[config.mk]
export PLATFORM = sky130hd
export DESIGN_NAME = ir_guardrail_intf_flat
export DESIGN_NICKNAME = d
export VERILOG_FILES = /design/src/rtl/ir_pkg.sv /design/src/rtl/ir_guardrail_intf_if.sv /design/src/rtl/ir_chan_filter.sv /design/src/rtl/ir_guardrail_intf.sv /design/src/flat_wrapper.sv
export SDC_FILE = /design/constraint.sdc
export NUM_CORES = 1
export LEC_CHECK = 0
export ABC_AREA = 1
export CAP_MARGIN = 20
export CORE_AREA = 2 2 58 70
export DETAILED_ROUTE_END_ITERATION = 8
export DIE_AREA = 0 0 60 72
export RECOVER_POWER = 50
export SLEW_MARGIN = 20
export SYNTH_ARGS = -nofsm -noshare
export SYNTH_HDL_FRONTEND = slang
export SYNTH_SLANG_ARGS = --single-unit
export TNS_END_PERCENT = 1
[constraint.sdc]
create_clock -name clk -period 1.36 [get_ports clk]
set_input_delay 0.34 -clock clk [delete_from_list [all_inputs] [get_ports clk]]
set_output_delay 0.34 -clock clk [all_outputs]
set_load 0.01 [all_outputs]
[src/rtl/ir_pkg.sv]
`default_nettype none
// ============================================================================
// Module   : ir_pkg
// Brief    : Shared constants and channel enumeration for the IR guardrail
//            interface (strobe timing for fast-sim and real builds).
// Revision : 1.0 - initial release
// ============================================================================
package ir_pkg;

    // Strobe timing in clocks: full period and emitter-on portion
    localparam int IR_PERIOD_FAST = 64;
    localparam int IR_ON_FAST     = 16;
    localparam int IR_PERIOD_SLOW = 4096;
    localparam int IR_ON_SLOW     = 512;

    localparam int IR_NUM_CH      = 3;
    localparam int IR_SQ_W        = 4;

    // Channel index into the per-channel filter array
    typedef enum logic [1:0] {
        IR_LFT  = 2'd0,
        IR_RGHT = 2'd1,
        IR_CNTR = 2'd2
    } ir_ch_e;

endpackage
`default_nettype wire

[src/rtl/ir_guardrail_intf_if.sv]
`default_nettype none
// ============================================================================
// Module   : ir_guardrail_intf_if
// Brief    : Bundle of the cmd_proc-facing controls, raw sensor returns and
//            conditioned sensor outputs of the IR guardrail interface.
// Revision : 1.0 - initial release
// ============================================================================
interface ir_guardrail_intf_if;
    import ir_pkg::*;

    logic               en;
    logic               clr_cnt;
    logic               lftIR_n;
    logic               rghtIR_n;
    logic               cntrIR_n;
    logic               IR_en;
    logic               lftIR;
    logic               rghtIR;
    logic               cntrIR;
    logic               cntr_rise;
    logic [IR_SQ_W-1:0] sq_cnt;

    // Controller / pin side
    modport master (
        output en, clr_cnt, lftIR_n, rghtIR_n, cntrIR_n,
        input  IR_en, lftIR, rghtIR, cntrIR, cntr_rise, sq_cnt
    );

    // Guardrail block side
    modport slave (
        input  en, clr_cnt, lftIR_n, rghtIR_n, cntrIR_n,
        output IR_en, lftIR, rghtIR, cntrIR, cntr_rise, sq_cnt
    );

endinterface
`default_nettype wire

[src/rtl/ir_chan_filter.sv]
`default_nettype none
// ============================================================================
// Module   : ir_chan_filter
// Brief    : One sensor channel: 2-flop synchroniser on the active-low return,
//            then a consecutive-sample agree counter that only changes the
//            clean level after FILT_LEN differing strobed samples.
// Revision : 1.0 - initial release
// ============================================================================
module ir_chan_filter #(
    parameter int FILT_LEN = 3
) (
    input  wire logic clk,
    input  wire logic rst_n,
    input  wire logic clr,
    input  wire logic strobe,
    input  wire logic in_n,
    output logic      level
);

    localparam int                    c_AGREE_W   = $clog2(FILT_LEN + 1);
    localparam logic [c_AGREE_W-1:0]  c_AGREE_MAX = c_AGREE_W'(FILT_LEN - 1);

    logic [1:0]           r_sync;
    logic                 r_level;
    logic [c_AGREE_W-1:0] r_agree;
    logic                 w_sample;

    // Sample is active high; flops preset inactive so reset exit is quiet
    assign w_sample = ~r_sync[1];

    // Synchroniser runs continuously, independent of the enable clear
    always_ff @(posedge clk or negedge rst_n) begin
        if (!rst_n) begin
            r_sync <= 2'b11;
        end else begin
            r_sync <= {r_sync[0], in_n};
        end
    end

    // Agree counter and level: a single agreeing sample restarts the count
    always_ff @(posedge clk or negedge rst_n) begin
        if (!rst_n) begin
            r_level <= 1'b0;
            r_agree <= '0;
        end else if (clr) begin
            r_level <= 1'b0;
            r_agree <= '0;
        end else if (strobe) begin
            if (w_sample == r_level) begin
                r_agree <= '0;
            end else if (r_agree == c_AGREE_MAX) begin
                r_level <= ~r_level;
                r_agree <= '0;
            end else begin
                r_agree <= r_agree + 1'b1;
            end
        end
    end

    assign level = r_level;

endmodule
`default_nettype wire

[src/rtl/ir_guardrail_intf.sv]
`default_nettype none
// ============================================================================
// Module   : ir_guardrail_intf
// Brief    : Strobes the IR emitter, conditions the three guardrail/centre
//            returns, and counts centre-line crossings for cmd_proc.
// Revision : 1.0 - initial release
// ============================================================================
module ir_guardrail_intf
    import ir_pkg::*;
#(
    parameter int FAST_SIM = 1,
    parameter int FILT_LEN = 3
) (
    input  wire logic          clk,
    input  wire logic          rst_n,
    ir_guardrail_intf_if.slave bus
);

    localparam int c_PERIOD = (FAST_SIM != 0) ? IR_PERIOD_FAST : IR_PERIOD_SLOW;
    localparam int c_ON     = (FAST_SIM != 0) ? IR_ON_FAST     : IR_ON_SLOW;
    localparam int c_PER_W  = $clog2(c_PERIOD);

    localparam logic [c_PER_W-1:0] c_PER_MAX    = c_PER_W'(c_PERIOD - 1);
    localparam logic [c_PER_W-1:0] c_ON_CNT     = c_PER_W'(c_ON);
    localparam logic [c_PER_W-1:0] c_STROBE_CNT = c_PER_W'(c_ON - 1);
    localparam logic [IR_SQ_W-1:0] c_SQ_MAX     = '1;

    logic [c_PER_W-1:0]   r_per_cnt;
    logic                 r_ir_en;
    logic                 w_strobe;
    logic                 w_clr;
    logic [IR_NUM_CH-1:0] w_in_n;
    logic [IR_NUM_CH-1:0] w_level;
    logic                 r_cntr_d;
    logic                 w_cntr_rise;
    logic [IR_SQ_W-1:0]   r_sq_cnt;

    // Dropping en clears all filter state; the sample is taken at the end of
    // the on-window so the synchronised value reflects a settled return
    assign w_clr    = ~bus.en;
    assign w_strobe = bus.en & (r_per_cnt == c_STROBE_CNT);

    // Strobe period counter and registered emitter enable
    always_ff @(posedge clk or negedge rst_n) begin
        if (!rst_n) begin
            r_per_cnt <= '0;
            r_ir_en   <= 1'b0;
        end else if (!bus.en) begin
            r_per_cnt <= '0;
            r_ir_en   <= 1'b0;
        end else begin
            r_ir_en   <= (r_per_cnt < c_ON_CNT);
            r_per_cnt <= (r_per_cnt == c_PER_MAX) ? '0 : r_per_cnt + 1'b1;
        end
    end

    assign w_in_n[IR_LFT]  = bus.lftIR_n;
    assign w_in_n[IR_RGHT] = bus.rghtIR_n;
    assign w_in_n[IR_CNTR] = bus.cntrIR_n;

    generate
        for (genvar g = 0; g < IR_NUM_CH; g++) begin : g_chan
            ir_chan_filter #(
                .FILT_LEN (FILT_LEN)
            ) u_filt (
                .clk    (clk),
                .rst_n  (rst_n),
                .clr    (w_clr),
                .strobe (w_strobe),
                .in_n   (w_in_n[g]),
                .level  (w_level[g])
            );
        end
    endgenerate

    // Previous centre level for edge detection; reset/en-clear only force
    // the level low, so they can never fake a rising edge
    always_ff @(posedge clk or negedge rst_n) begin
        if (!rst_n) begin
            r_cntr_d <= 1'b0;
        end else begin
            r_cntr_d <= w_level[IR_CNTR];
        end
    end

    assign w_cntr_rise = w_level[IR_CNTR] & ~r_cntr_d;

    // Saturating square counter; clear beats a coincident rise
    always_ff @(posedge clk or negedge rst_n) begin
        if (!rst_n) begin
            r_sq_cnt <= '0;
        end else if (bus.clr_cnt) begin
            r_sq_cnt <= '0;
        end else if (w_cntr_rise && (r_sq_cnt != c_SQ_MAX)) begin
            r_sq_cnt <= r_sq_cnt + 1'b1;
        end
    end

    assign bus.IR_en     = r_ir_en;
    assign bus.lftIR     = w_level[IR_LFT];
    assign bus.rghtIR    = w_level[IR_RGHT];
    assign bus.cntrIR    = w_level[IR_CNTR];
    assign bus.cntr_rise = w_cntr_rise;
    assign bus.sq_cnt    = r_sq_cnt;

endmodule
`default_nettype wire

[src/flat_wrapper.sv]
// flat-port wrapper written by rule: the top's interface ports become plain ports
module ir_guardrail_intf_flat import ir_pkg::*;
#(
    parameter int FAST_SIM = 1,
    parameter int FILT_LEN = 3
)
  (clk, rst_n, bus_en, bus_clr_cnt, bus_lftIR_n, bus_rghtIR_n, bus_cntrIR_n, bus_IR_en, bus_lftIR, bus_rghtIR, bus_cntrIR, bus_cntr_rise, bus_sq_cnt);
  ir_guardrail_intf_if bus_i ();
  input  wire logic clk;
  input  wire logic rst_n;
  input wire logic [$bits(bus_i.en)-1:0] bus_en;
  input wire logic [$bits(bus_i.clr_cnt)-1:0] bus_clr_cnt;
  input wire logic [$bits(bus_i.lftIR_n)-1:0] bus_lftIR_n;
  input wire logic [$bits(bus_i.rghtIR_n)-1:0] bus_rghtIR_n;
  input wire logic [$bits(bus_i.cntrIR_n)-1:0] bus_cntrIR_n;
  output wire logic [$bits(bus_i.IR_en)-1:0] bus_IR_en;
  output wire logic [$bits(bus_i.lftIR)-1:0] bus_lftIR;
  output wire logic [$bits(bus_i.rghtIR)-1:0] bus_rghtIR;
  output wire logic [$bits(bus_i.cntrIR)-1:0] bus_cntrIR;
  output wire logic [$bits(bus_i.cntr_rise)-1:0] bus_cntr_rise;
  output wire logic [$bits(bus_i.sq_cnt)-1:0] bus_sq_cnt;
  assign bus_i.en = bus_en;
  assign bus_i.clr_cnt = bus_clr_cnt;
  assign bus_i.lftIR_n = bus_lftIR_n;
  assign bus_i.rghtIR_n = bus_rghtIR_n;
  assign bus_i.cntrIR_n = bus_cntrIR_n;
  assign bus_IR_en = bus_i.IR_en;
  assign bus_lftIR = bus_i.lftIR;
  assign bus_rghtIR = bus_i.rghtIR;
  assign bus_cntrIR = bus_i.cntrIR;
  assign bus_cntr_rise = bus_i.cntr_rise;
  assign bus_sq_cnt = bus_i.sq_cnt;
  ir_guardrail_intf #(.FAST_SIM(FAST_SIM), .FILT_LEN(FILT_LEN)) u_core (.clk(clk), .rst_n(rst_n), .bus(bus_i));
endmodule
==> impl_metrics.csv, run 1 <==
group,metric,value,unit
critical_path,r2r_cells,7,
clock_network,cts_tree,"done",
run,drv_cap,0,
final_layout,post-route-util,44.3,%
worst_hold_path,holdCritPathClass,"reg2reg",
clock_network,cts.sinks,27,
final_layout,fin_area,0.00161,mm^2
placement,place.gp.congestion,0.765,
grt,overflow,0,
placement,place_area,0.00152,mm^2
routing,vias,979,
clock_network,clock_path_buffers,2,
critical_path,crit_chain,"buf_6, inv_4, nor2_4, buf_6",
sta,finalClockSkew,9.56,ps
final_layout,synthToLayoutAreaGrowth,31.1,%
routing,drt_iter0_markers,34,
clock_network,tritoncts.num_buffers,3,
synth,yosysTopAreaCell,"dfrtp_1",
sta,rsz0062_at_grt,"yes",
critical_path,end_kind,"output port",
sta,fmax,0.742,GHz
power_and_ir_drop,p_comb_share,6.9,%
routing,wl,2230,um
grt,grt_max_degree,28,
synth,ys.flop_type,"dfrtp_1",
clock_network,cts.clk_slew.worst_paths,90,ps
synth,synth_area_leaders,"dfrtp_1, dfstp_2, nand2_1",
status,outcome,"completed",
synth,ys_seq_elements,27,
power_and_ir_drop,power_frac_clock,32.1,%
synth,synth_edf_count,0,
grt,grt_pass1_wl,3920,um
routing,ant_nets,0,
placement,pre_cts_slack,-71.8,ps
critical_path,crit-reg2reg-launch,"u_core.bus.sq_cnt[1]",
floorplan,core,0.00363,mm^2
critical_path,worst_path_dominant_cell_family,"flip-flops",
critical_path,worstReg2RegEnd,"u_core.bus.sq_cnt[0]",
grt,track_usage,11.5,%
worst_hold_path,min_from,"u_core.g_chan[2].u_filt.r_sync[0]",
power_and_ir_drop,p_switching,0.304,mW
synth,ys_top_cells_by_count,"nand2_1, nor2_1, dfrtp_1, inv_1, nand3_1",
synth,netlist_instances,139,
placement,dp_cells,213,
sta,tightest_slew,652,ps
power_and_ir_drop,power.density,861,mW/mm^2
sta,layout_min_cycle_time,1350,ps
power_and_ir_drop,swShare,21.9,%
sta,finalHoldViolCount,0,
power_and_ir_drop,peakVddDrop,0.277,mV
floorplan,start_util,33.8,%
synth,syn_area,0.00123,mm^2
grt,antenna_found_initial,0,
final_layout,nets,179,
critical_path,r2r_setup_slack,80,ps
synth,synth_top_area_share,42.8,%
sta,layout_setup_ws,13.2,ps
final_layout,fillers,353,
synth,ys_seq_area_share,55.7,%
power_and_ir_drop,seqPwrFrac,61.0,%
synth,ys_async_sr_fraction,100,%
critical_path,startpoint_type,"flip-flop",
routing,wl_per_cell,10.1,um
power_and_ir_drop,p_total,1.39,mW
routing,first_pass_iters,4,
power_and_ir_drop,p_leak,0.764,nW
routing,viasPerCell,4.43,
critical_path,cp_common_cell,"buf_6",
clock_network,cts-root-buf,"clkbuf_8",
grt,grt_pass1_vias,971,
clock_network,h-tree-depth,1,
sta,post-route-period-util,99.0,%
sta,drv_slew,0,
synth,yosysMostFrequentCell,"nand2_1",
synth,ys_warn_count,0,
clock_network,hold_buffers,0,
sta,maxSlewHeadroom,56.5,%
synth,synth_cell_types,22,
floorplan,pin_count,16,
critical_path,cp_slowest_stage_delay,380,ps
final_layout,stdcell_count,221,
worst_hold_path,hold_depth,0,
sta,finalSetupViolations,0,
clock_network,insertion_delay,270,ps
worst_hold_path,min_to,"u_core.g_chan[2].u_filt.r_sync[1]",
floorplan,die_w,60,um
floorplan,placementRows,24,
critical_path,crit_buf_inv,3,
placement,dp_hpwl,1610,um
critical_path,crit_slowest_cell,"dfrtp_1",
final_layout,diodes,0,
synth,syn_nets,148,
critical_path,cp_max_fo,2,
critical_path,criticalPathCategory,"reg2out",
routing,drc,0,
critical_path,cp_data_required_time,1020,ps
critical_path,worstPathArrival,1010,ps
synth,avgSynthCellArea,8.83,um^2
placement,port_buffers,15,
floorplan,die-height,72,um
power_and_ir_drop,p_int,1.08,mW
floorplan,dieArea,0.00432,mm^2
final_layout,drive_gt1_share,21.3,%
final cells by class:
class                   count  area, um^2  share of cell area [%]
well taps                  52        65.1                    4.04
multi-input cells          91         497                    30.9
repair buffers             27         241                    15.0
inverters                  20        77.6                    4.82
flip-flops and latches     27         683                    42.5
clock buffers               4        45.0                    2.80
metrics by stage:
stage	setup TNS, ps	hold slack, ps
floorplan	0	44.4
global placement	-125	346
detailed placement	-396	347
CTS	0	360
global route	-55.4	363
finish	0	359
what timing repair did:
item,4_1_cts,5_1_grt
pin swaps,0,3
resized for setup,15,11
buffers inserted,3,1
endpoints found under the setup margin,9,13
metal layers:
layer / global-route usage, % / share of wire, %
met4: 2.22 / 0
met5: 0 / 0
met1: 12.5 / 41
met3: 2.14 / 3.6
met2: 22.5 / 55
registers in the layout, summed over array words and instances, names as in the netlist:
name and cells:
u_core.r_cntr_d 1, u_core.g_chan.u_filt.r_sync 6, u_core.bus.IR_en 1, u_core.r_per_cnt 6, u_core.g_chan.u_filt.r_agree 6, u_core.g_chan.u_filt.level 3
u_core.bus.sq_cnt 4
how the worst max path moves through the flow:
| stage | start | endpoint | cells after the start |
|---|---|---|---|
| after floorplan | u_core.r_per_cnt[0] | u_core.g_chan[0].u_filt.level | 6 |
| after global placement | u_core.g_chan[2].u_filt.level | bus_cntr_rise | 3 |
| after detailed placement | bus_en | u_core.g_chan[0].u_filt.r_agree[1] | 6 |
| after CTS | u_core.g_chan[2].u_filt.level | bus_cntrIR | 2 |
| after global routing | u_core.g_chan[2].u_filt.level | bus_cntr_rise | 4 |
| final | u_core.g_chan[2].u_filt.level | bus_cntr_rise | 4 |
power groups by stage:
stage,logic (mW),registers [mW],clock network [mW]
floorplan,0.0427,0.858,0
global placement,0.102,0.859,0
detailed placement,0.105,0.860,0
CTS,0.105,0.845,0.461
global route,0.110,0.849,0.498
finish,0.0956,0.845,0.445
cell families (layout without fill, tap and decap cells):
logic type,after synthesis,count (layout),share of synthesized area (%)
AO/OA/AOI/OAI,13,13,6.63
XOR/XNOR,1,1,0.714
adder cells (fa/ha/maj),2,2,2.04
buffers and inverters,21,51,6.52
flip-flops,27,27,55.7
AND/OR/NAND/NOR,75,75,28.4
cells in the final DEF, fill, tap and decap left out, drive strengths merged, types with 4 or more instances in the layout:
cell type / n
buf: 13
clkbuf: 5
dfrtp: 21
dfstp: 6
dlygate4sd2: 7
dlygate4sd3: 4
inv: 20
nand2: 30
nand3: 16
nor2: 24
o21ai: 9
(Power assumes the default switching activity.)
==> inputs of run 2 (changes only) <==
--- a/config.mk
+++ b/config.mk
@@ -7,9 +7,10 @@
 export LEC_CHECK = 0
 export ABC_AREA = 1
 export CAP_MARGIN = 20
-export CORE_AREA = 2 2 58 70
+export CORE_AREA = 2 2 52 78
+export CTS_CLUSTER_DIAMETER = 30
 export DETAILED_ROUTE_END_ITERATION = 8
-export DIE_AREA = 0 0 60 72
+export DIE_AREA = 0 0 54 80
 export RECOVER_POWER = 50
 export SLEW_MARGIN = 20
 export SYNTH_ARGS = -nofsm -noshare
==> run 2 against run 1 <==
Routed wire length rose by 3.4%. Total power increased by 1.6%. Combinational power is 0.7% higher. Setup slack gained 55 ps. Fmax is 4.3% higher. Critical path depth decreased by 3. Sequential share of layout area increased by 1.6 points. Worst hold slack better by 1.1 ps. Register-to-register slack about the same. Clock power up 4%. Via count shrank 1.1%.
==> impl_metrics.csv, run 2 (synthesized netlist as in run 1, its figures left out) <==
group,metric,value,unit
routing,wl_met1,956,um
final_layout,drive_gt1_share,20.5,%
clock_network,cts.clk_slew.worst_paths,90,ps
run,drv_cap,0,
critical_path,startpoint_type,"flip-flop",
critical_path,cp_slowest_stage_delay,390,ps
critical_path,worstPathArrival,950,ps
sta,finalSetupViolations,0,
sta,timing.setup.tns,0,ps
routing,wl,2300,um
clock_network,hold_buffers,0,
power_and_ir_drop,p_int,1.08,mW
critical_path,end_kind,"output port",
grt,track_usage,12.7,%
power_and_ir_drop,seqPwrFrac,60.3,%
routing,met2_wirelength,1220,um
grt,grt_max_degree,28,
power_and_ir_drop,power_frac_clock,32.8,%
critical_path,cp_max_fo,2,
floorplan,dieArea,0.00432,mm^2
sta,tightest_slew,679,ps
power_and_ir_drop,swShare,23.4,%
final_layout,synthToLayoutAreaGrowth,26.5,%
clock_network,tritoncts.num_buffers,3,
clock_network,cts-root-buf,"clkbuf_8",
grt,grt_pass1_vias,949,
critical_path,startpoint,"u_core.g_chan[1].u_filt.level",
critical_path,crit_slowest_cell,"dfrtp_1",
routing,drt_iter0_markers,22,
floorplan,die_w,54,um
floorplan,start_util,33.6,%
power_and_ir_drop,power.density,907,mW/mm^2
placement,dp_hpwl,1710,um
floorplan,core,0.00365,mm^2
clock_network,insertion_delay,280,ps
final_layout,diodes,0,
power_and_ir_drop,p_switching,0.329,mW
final_layout,final_common_cell,"nand2_1",
routing,vias,968,
routing,top_layer,"met4",
final_layout,post-route-util,42.6,%
final_layout,fillers,380,
grt,overflow,0,
worst_hold_path,holdCritPathClass,"reg2reg",
critical_path,worst_path_dominant_cell_family,"flip-flops",
critical_path,r2r_setup_slack,70,ps
final_layout,final_cell_mix,"nand2_1, nor2_1, dfrtp_1",
routing,drc,0,
clock_network,clock_path_buffers,2,
routing,first_pass_iters,4,
clock_network,cts_tree,"done",
power_and_ir_drop,p_leak,0.736,nW
routing,viasPerCell,4.63,
sta,finalClockSkew,6.75,ps
routing,wl_per_cell,11.0,um
sta,post-route-period-util,95.0,%
critical_path,crit_chain,"dlygate4sd2_1",
routing,wl_met3,63,um
clock_network,cts.sinks,27,
floorplan,pin_count,16,
placement,place.gp.congestion,0.672,
final_layout,largestRegisters,"u_core.g_chan.u_filt.r_agree x6, u_core.g_chan.u_filt.r_sync x6, u_core.r_per_cnt x6",
final_layout,stdcell_count,209,
critical_path,cp_data_required_time,1020,ps
sta,fmax,0.774,GHz
routing,ant_nets,0,
sta,whs,360,ps
critical_path,criticalPathCategory,"reg2out",
sta,maxSlewHeadroom,54.7,%
worst_hold_path,min_from,"u_core.g_chan[2].u_filt.r_sync[0]",
critical_path,crit_buf_inv,1,
floorplan,placementRows,27,
sta,rsz0062_at_grt,"yes",
power_and_ir_drop,p_comb_share,6.8,%
sta,layout_min_cycle_time,1290,ps
power_and_ir_drop,peakVddDrop,0.413,mV
status,outcome,"completed",
critical_path,crit-reg2reg-launch,"u_core.bus.sq_cnt[0]",
grt,grt_pass1_wl,3930,um
floorplan,die-height,80,um
grt,antenna_found_initial,0,
final_layout,nets,176,
final_layout,fin_area,0.00155,mm^2
placement,port_buffers,15,
placement,dp_cells,203,
placement,place_area,0.00149,mm^2
sta,drv_slew,0,
clock_network,h-tree-depth,1,
sta,finalHoldViolCount,0,
## run 2: stage by stage
step / power [mW] / setup slack, ps
2_1_floorplan: 0.901 / 165
3_3_place_gp: 0.955 / -55.4
3_5_place_dp: 0.962 / -138
4_1_cts: 1.43 / 22.6
5_1_grt: 1.49 / -9.91
6_report: 1.41 / 68.2
## run 2: power by group through the flow
stage	Sequential [mW]	Clock, mW	Combinational (mW)
detailed placement	0.862	0	0.100
global placement	0.859	0	0.0957
CTS	0.847	0.486	0.100
finish	0.849	0.462	0.0963
global route	0.854	0.521	0.111
floorplan	0.858	0	0.0427
## run 2: final timing paths
| kind | to | depth (start not counted) |
|---|---|---|
| worst max-delay path | bus_rghtIR | 1 |
| worst min register to register | u_core.g_chan[2].u_filt.r_sync[1] | 0 |
| worst min-delay path | u_core.g_chan[2].u_filt.r_sync[1] | 0 |
| min in group asynchronous | u_core.r_per_cnt[1] | 2 |
| worst max register to register | u_core.bus.sq_cnt[2] | 5 |
| max in group asynchronous | u_core.r_per_cnt[0] | 2 |
## run 2: final cells by class
type	count	area [um^2]	area share (%)
clock buffer	3	41.3	2.66
tap	43	53.8	3.46
inverter	20	75.1	4.83
timing repair buffer	24	199	12.8
sequential	27	684	44.1
clock inverter	1	5.00	0.322
multi-input combinational	91	494	31.8
## run 2: repair_timing
item                       in CTS  in global routing
pin swaps                       0                  0
setup endpoints to repair      10                 14
resized for setup              17                 10
buffers inserted                1                  1
## run 2: routing by layer
layer / vias to the layer above / track usage [%]
met5: - / 0
met4: 0 / 7.50
met3: 6 / 3.37
met2: 9 / 21.8
met1: 463 / 13.1
li1: 490 / -
==> inputs of run 3 (changes only) <==
--- a/config.mk
+++ b/config.mk
@@ -6,6 +6,7 @@
 export NUM_CORES = 1
 export LEC_CHECK = 0
 export ABC_AREA = 1
+export ABC_CLOCK_PERIOD_IN_PS = 1360
 export CAP_MARGIN = 20
 export CORE_AREA = 2 2 52 78
 export CTS_CLUSTER_DIAMETER = 30
==> results of run 3 <==
Same layout as run 2: the final DEF is identical, and so are final timing and power.
